===== config.mk =====
export PLATFORM = sky130hd
export DESIGN_NAME = sar_search_controller_flat
export DESIGN_NICKNAME = d
export VERILOG_FILES = /design/src/rtl/sar_search_controller_pkg.sv /design/src/rtl/sar_search_controller_if.sv /design/src/rtl/sar_settle_timer.sv /design/src/rtl/sar_search_controller.sv /design/src/flat_wrapper.sv
export SDC_FILE = /design/constraint.sdc
export NUM_CORES = 1
export LEC_CHECK = 0
export CAP_MARGIN = 20
export CORE_MARGIN = 4
export CORE_UTILIZATION = 60
export CTS_BUF_LIST = sky130_fd_sc_hd__clkbuf_4
export DETAILED_ROUTE_END_ITERATION = 10
export PLACE_DENSITY = 0.95
export RECOVER_POWER = 50
export SLEW_MARGIN = 40
export SYNTH_ARGS = -nofsm -noshare
export SYNTH_HDL_FRONTEND = slang
export SYNTH_SLANG_ARGS = --single-unit

===== constraint.sdc =====
create_clock -name clk -period 3.9 [get_ports clk]
set_input_delay 0.78 -clock clk [delete_from_list [all_inputs] [get_ports clk]]
set_output_delay 0.78 -clock clk [all_outputs]
set_load 0.02 [all_outputs]

===== src/rtl/sar_search_controller_pkg.sv =====
// Shared types for the SAR search controller: state encoding, flag decode, defaults.
// Combinational helpers only; no latency or backpressure.
package sar_search_controller_pkg;

  localparam int DEFAULT_WIDTH         = 8;
  localparam int DEFAULT_SETTLE_CYCLES = 1;

  typedef enum logic [1:0] {
    S_IDLE   = 2'd0,
    S_PROBE  = 2'd1,
    S_VERIFY = 2'd2,
    S_FINISH = 2'd3
  } state_t;

  typedef enum logic [1:0] {
    FLAG_EQ  = 2'd0,
    FLAG_LT  = 2'd1,
    FLAG_GT  = 2'd2,
    FLAG_BAD = 2'd3
  } flag_t;

  // Exactly one comparator flag must be set; anything else is a fault.
  function automatic flag_t decode_flags(input logic eq, input logic lt, input logic gt);
    flag_t f;
    case ({eq, lt, gt})
      3'b100:  f = FLAG_EQ;
      3'b010:  f = FLAG_LT;
      3'b001:  f = FLAG_GT;
      default: f = FLAG_BAD;
    endcase
    return f;
  endfunction

endpackage


===== src/rtl/sar_search_controller_if.sv =====
// Start/done handshake, comparator flags and probe/result bus of the SAR controller.
// Wires only; the controller never stalls, start is simply ignored while busy.
interface sar_search_controller_if #(
  parameter int WIDTH = 8
);
  logic             start;
  logic             cmp_equal;
  logic             cmp_lower;
  logic             cmp_greater;
  logic [WIDTH-1:0] probe;
  logic             busy;
  logic             done;
  logic [WIDTH-1:0] result;
  logic             found;
  logic             error;

  modport master (
    input  start, cmp_equal, cmp_lower, cmp_greater,
    output probe, busy, done, result, found, error
  );

  modport slave (
    output start, cmp_equal, cmp_lower, cmp_greater,
    input  probe, busy, done, result, found, error
  );
endinterface


===== src/rtl/sar_settle_timer.sv =====
// Loadable down-counter; sample strobes once SETTLE_CYCLES enabled cycles follow a load.
// Latency SETTLE_CYCLES+1 enabled cycles from load to sample; no backpressure.
module sar_settle_timer #(
  parameter int SETTLE_CYCLES = 1
) (
  input  logic clk,
  input  logic reset,
  input  logic load,
  input  logic en,
  output logic sample
);

  logic [3:0] count;

  always_ff @(posedge clk) begin
    if (reset) begin
      count <= 4'd0;
    end else if (load) begin
      count <= 4'(SETTLE_CYCLES);
    end else if (en && (count != 4'd0)) begin
      count <= count - 4'd1;
    end
  end

  assign sample = en && (count == 4'd0);

endmodule


===== src/rtl/sar_search_controller.sv =====
// Binary-search an external comparator's a input by driving its b probe, one bit per step.
// Latency up to (WIDTH+1)*(SETTLE_CYCLES+1)+1 cycles; start ignored while a search is running.
module sar_search_controller
  import sar_search_controller_pkg::*;
#(
  parameter int WIDTH         = DEFAULT_WIDTH,
  parameter int SETTLE_CYCLES = DEFAULT_SETTLE_CYCLES
) (
  input  logic                   clk,
  input  logic                   reset,
  sar_search_controller_if.master bus
);

  localparam int              IW  = (WIDTH > 1) ? $clog2(WIDTH) : 1;
  localparam logic [WIDTH-1:0] ONE = WIDTH'(1);

  state_t           state, state_n;
  logic [WIDTH-1:0] probe_q, probe_n;
  logic [WIDTH-1:0] result_q, result_n;
  logic [IW-1:0]    idx_q, idx_n, idx_dec;
  logic             found_q, found_n;
  logic             error_q, error_n;
  logic             tmr_load, tmr_en, sample;
  logic [WIDTH-1:0] kept;
  flag_t            flag;

  sar_settle_timer #(.SETTLE_CYCLES(SETTLE_CYCLES)) u_timer (
    .clk    (clk),
    .reset  (reset),
    .load   (tmr_load),
    .en     (tmr_en),
    .sample (sample)
  );

  assign flag    = decode_flags(bus.cmp_equal, bus.cmp_lower, bus.cmp_greater);
  assign idx_dec = idx_q - IW'(1);
  // A greater decision keeps the trial bit, which is already set in the probe.
  assign kept    = (flag == FLAG_GT) ? probe_q : result_q;

  always_ff @(posedge clk) begin
    if (reset) begin
      state    <= S_IDLE;
      probe_q  <= '0;
      result_q <= '0;
      idx_q    <= '0;
      found_q  <= 1'b0;
      error_q  <= 1'b0;
    end else begin
      state    <= state_n;
      probe_q  <= probe_n;
      result_q <= result_n;
      idx_q    <= idx_n;
      found_q  <= found_n;
      error_q  <= error_n;
    end
  end

  always_comb begin
    state_n  = state;
    probe_n  = probe_q;
    result_n = result_q;
    idx_n    = idx_q;
    found_n  = found_q;
    error_n  = error_q;
    tmr_load = 1'b0;
    tmr_en   = 1'b0;

    case (state)
      S_IDLE: begin
        if (bus.start) begin
          result_n = '0;
          found_n  = 1'b0;
          error_n  = 1'b0;
          probe_n  = ONE << (WIDTH - 1);
          idx_n    = IW'(WIDTH - 1);
          tmr_load = 1'b1;
          state_n  = S_PROBE;
        end
      end

      S_PROBE: begin
        tmr_en = 1'b1;
        if (sample) begin
          case (flag)
            FLAG_EQ: begin
              result_n = probe_q;
              found_n  = 1'b1;
              state_n  = S_FINISH;
            end
            FLAG_LT, FLAG_GT: begin
              result_n = kept;
              tmr_load = 1'b1;
              if (idx_q != '0) begin
                idx_n   = idx_dec;
                probe_n = kept | (ONE << idx_dec);
              end else begin
                probe_n = kept;
                state_n = S_VERIFY;
              end
            end
            default: begin
              error_n = 1'b1;
              found_n = 1'b0;
              state_n = S_FINISH;
            end
          endcase
        end
      end

      S_VERIFY: begin
        tmr_en = 1'b1;
        if (sample) begin
          found_n = (flag == FLAG_EQ);
          error_n = (flag == FLAG_BAD);
          state_n = S_FINISH;
        end
      end

      default: begin
        state_n = S_IDLE;
      end
    endcase
  end

  assign bus.probe  = probe_q;
  assign bus.result = result_q;
  assign bus.found  = found_q;
  assign bus.error  = error_q;
  assign bus.busy   = (state == S_PROBE) || (state == S_VERIFY);
  assign bus.done   = (state == S_FINISH);

endmodule


===== src/flat_wrapper.sv =====
// flat-port wrapper written by rule: the top's interface ports become plain ports
module sar_search_controller_flat import sar_search_controller_pkg::*;
#(
  parameter int WIDTH         = DEFAULT_WIDTH,
  parameter int SETTLE_CYCLES = DEFAULT_SETTLE_CYCLES
)
  (clk, reset, bus_start, bus_cmp_equal, bus_cmp_lower, bus_cmp_greater, bus_probe, bus_busy, bus_done, bus_result, bus_found, bus_error);
  sar_search_controller_if #(.WIDTH(WIDTH)) bus_i ();
  input  logic clk;
  input  logic reset;
  input wire logic [$bits(bus_i.start)-1:0] bus_start;
  input wire logic [$bits(bus_i.cmp_equal)-1:0] bus_cmp_equal;
  input wire logic [$bits(bus_i.cmp_lower)-1:0] bus_cmp_lower;
  input wire logic [$bits(bus_i.cmp_greater)-1:0] bus_cmp_greater;
  output wire logic [$bits(bus_i.probe)-1:0] bus_probe;
  output wire logic [$bits(bus_i.busy)-1:0] bus_busy;
  output wire logic [$bits(bus_i.done)-1:0] bus_done;
  output wire logic [$bits(bus_i.result)-1:0] bus_result;
  output wire logic [$bits(bus_i.found)-1:0] bus_found;
  output wire logic [$bits(bus_i.error)-1:0] bus_error;
  assign bus_i.start = bus_start;
  assign bus_i.cmp_equal = bus_cmp_equal;
  assign bus_i.cmp_lower = bus_cmp_lower;
  assign bus_i.cmp_greater = bus_cmp_greater;
  assign bus_probe = bus_i.probe;
  assign bus_busy = bus_i.busy;
  assign bus_done = bus_i.done;
  assign bus_result = bus_i.result;
  assign bus_found = bus_i.found;
  assign bus_error = bus_i.error;
  sar_search_controller #(.WIDTH(WIDTH), .SETTLE_CYCLES(SETTLE_CYCLES)) u_core (.clk(clk), .reset(reset), .bus(bus_i));
endmodule

==> results.json <==
{
  "netlist.area_leader.share": 0.318,
  "multi_input_area_sq_um": 1030,
  "synth.distinct_cells": 52,
  "syn_nets": 192,
  "ys_warn_count": 0,
  "grt_pass1_vias": 1381,
  "holdCritPathClass": "reg2reg",
  "hold_violations": 0,
  "synth_area_leaders": "dfxtp_1 (32%), ha_1 (10%), a22o_1 (8.8%), mux2i_1 (3.5%), inv_1 (3.1%)",
  "layout-drive-gt1-share": 0.0969,
  "crit_fanout": 8,
  "dpl.hpwl_microns": 2930,
  "seq_area_frac_synth": 0.318,
  "synthSimpleGateAreaFrac": 0.213,
  "htreeDepth": 1,
  "io_pins": 26,
  "synth_common_cells": "dfxtp_1 (27), a22o_1 (17), ha_1 (14), inv_1 (14), nand2_1 (9)",
  "grt_use_total": 0.233,
  "synth_compound_area_frac": 0.247,
  "fin_crit_sh": 0.759,
  "die_x_microns": 61.2,
  "critPathMaxStageDelay_ps": 620,
  "min_period_ps": 2960,
  "cts_buffer_depth": 2,
  "antenna_found_initial": 0,
  "drcViolationCount": 0,
  "start_util": 0.622,
  "fin_area_sq_um": 1940,
  "tritoncts": "built",
  "via_per_inst": 6.20,
  "nets": 217,
  "synth_seq_cells": 27,
  "clock-sinks": 27,
  "dpl-instance-area_sq_um": 1940,
  "status": "finished clean",
  "ant_nets": 0,
  "yosysTopAreaCell": "dfxtp_1",
  "slew_violations": 0,
  "combPwrFrac": 0.594,
  "synth_mux_area_frac": 0.0442,
  "rows": 19,
  "rsz0062_at_grt": "false",
  "p_switching_uw": 574,
  "setup_ws_ps": 941,
  "synth_top_family_by_area": "compound AO/OA/AOI/OAI gates",
  "dp_slack_ps": 630,
  "end_kind": "register",
  "netlist_instances": 172,
  "required_ps": 4160,
  "clk_latency_ps": 340,
  "regArea_sq_um": 541,
  "grt_pass1_wl_microns": 6570,
  "crit_path_start_kind": "input pin",
  "setup_viol": 0,
  "finClkSkew_ps": 2.23,
  "cp_cell_sequence": "dlygate4sd3_1 > or3b_2 > ha_1 > and2b_1 > o221ai_2 > and4_1 > a22o_1",
  "synth_xor_area_frac": 0.0155,
  "synth.most_common_cell": "dfxtp_1",
  "path_clk_slew_ps": 160,
  "routedWlPerCell_microns": 16.6,
  "critical_path_class": "in2reg",
  "fillers": 214,
  "area_delta_synth_final_pct": 14.3,
  "peakVddDrop_mv": 0.604,
  "root_buffer": "clkbuf_4",
  "vias": 1407,
  "numCtsBuffers": 3,
  "p_int_uw": 686,
  "first_pass_iters": 4,
  "cp_slowest_cell": "dlygate4sd3_1",
  "port_buffers": 25,
  "synth-edff-count": 0,
  "die_h_microns": 61.2,
  "avgSynthCellArea_sq_um": 9.88,
  "post_cts.repair.setup_buffers": 0,
  "seqPwrFrac": 0.300,
  "leakage_uw": 0.000819,
  "worstMarginPinSlew_ps": 610,
  "dominantRegCellSynth": "dfxtp_1",
  "ctsResizeCount": 0,
  "clockPowerShare": 0.106,
  "holdBufCountCts": 0,
  "drtIter0Drc": 65,
  "switching_share": 0.456,
  "cp.arrival_ps": 3220,
  "syn_area_sq_um": 1700,
  "fmax_ghz": 0.338,
  "routabilityCongestion": 0.820,
  "grt_max_degree": 17,
  "drt-total-wl_microns": 3770,
  "overflow": 0,
  "maxCapViolations": 0,
  "final.setup.tns_ps": 0,
  "dieArea_sq_um": 3750,
  "yosys.area_share.adder": 0.103,
  "synth-async-reset-ratio": 0,
  "slew_headroom": 0.592,
  "core_sq_um": 2730,
  "cellPowerDensity_nw_per_um2": 649,
  "antennaDiodeCount": 0
}
[flip-flops by register name (all words and copies together) (netlist names)]
register              flops
u_core.idx_q              3
u_core.bus.result         8
u_core.bus.found          1
u_core.bus.probe          8
u_core.u_timer.count      4
u_core.bus.error          1
u_core.state              2
[cells in the final DEF (no fill, tap or decap), types with 6 or more instances in the layout]
| cell | n |
|---|---|
| nand2b_1 | 6 |
| nor2_1 | 6 |
| dlygate4sd3_1 | 20 |
| inv_1 | 14 |
| ha_1 | 14 |
| nand2_1 | 9 |
| mux2i_1 | 6 |
| a21oi_1 | 8 |
| dfxtp_1 | 27 |
| a22o_1 | 17 |
[cell type report]
class,instances,share of cell area
sequential,27,0.278
multi-input combinational,126,0.530
tap,31,0.0200
timing repair buffer,25,0.129
inverter,14,0.0271
clock buffer,3,0.0116
clock inverter,1,0.00387
[through the flow]
stage               hold slack (ps)  total power (uW)  cells   util
CTS                             486              1300    227  0.720
global placement                460              1120    223  0.709
detailed placement              465              1170    223  0.709
finish                          483              1260    227  0.710
floorplan                       483              1010    172      -
global route                    513              1360    227  0.710
[critical path: cells and delay by family]
family	cells	cell delay, ps
AND/OR/NAND/NOR	3	1040
AO/OA/AOI/OAI	2	420
adder cells (fa/ha/maj)	1	360
buffers and inverters	1	620
[layer usage]
layer  global-route usage  part of all wire
met2                0.418              0.50
met3               0.0273             0.038
met5                    0                 0
met4               0.0929             0.029
met1                0.281              0.43
[kinds of logic (layout without fill, tap and decap cells)]
logic type               after synthesis  after routing
flip-flops                            27             27
buffers and inverters                 19             43
multiplexers                           7              7
AND/OR/NAND/NOR                       54             54
XOR/XNOR                               3              3
AO/OA/AOI/OAI                         48             48
adder cells (fa/ha/maj)               14             14
[worst paths after layout]
kind / from / endpoint / slack (ps) / cells past startpoint
max: bus_cmp_lower / u_core.bus.result[1]$_SDFFE_PP0P_ / 940 / 7
min: u_core.bus.found$_SDFFE_PP0P_ / u_core.bus.found$_SDFFE_PP0P_ / 480 / 2
max reg2reg: u_core.state[0]$_SDFFE_PP0P_ / u_core.state[0]$_SDFFE_PP0P_ / 1720 / 6
min reg2reg: u_core.bus.found$_SDFFE_PP0P_ / u_core.bus.found$_SDFFE_PP0P_ / 480 / 2
[power groups by stage]
| stage | combinational (uW) | sequential [uW] | clock, uW |
|---|---|---|---|
| after floorplan | 629 | 381 | 0 |
| after global placement | 743 | 378 | 0 |
| after detailed placement | 781 | 385 | 0 |
| after CTS | 789 | 379 | 134 |
| after global routing | 823 | 389 | 147 |
| final | 748 | 378 | 133 |
(Power assumes the default switching activity.)
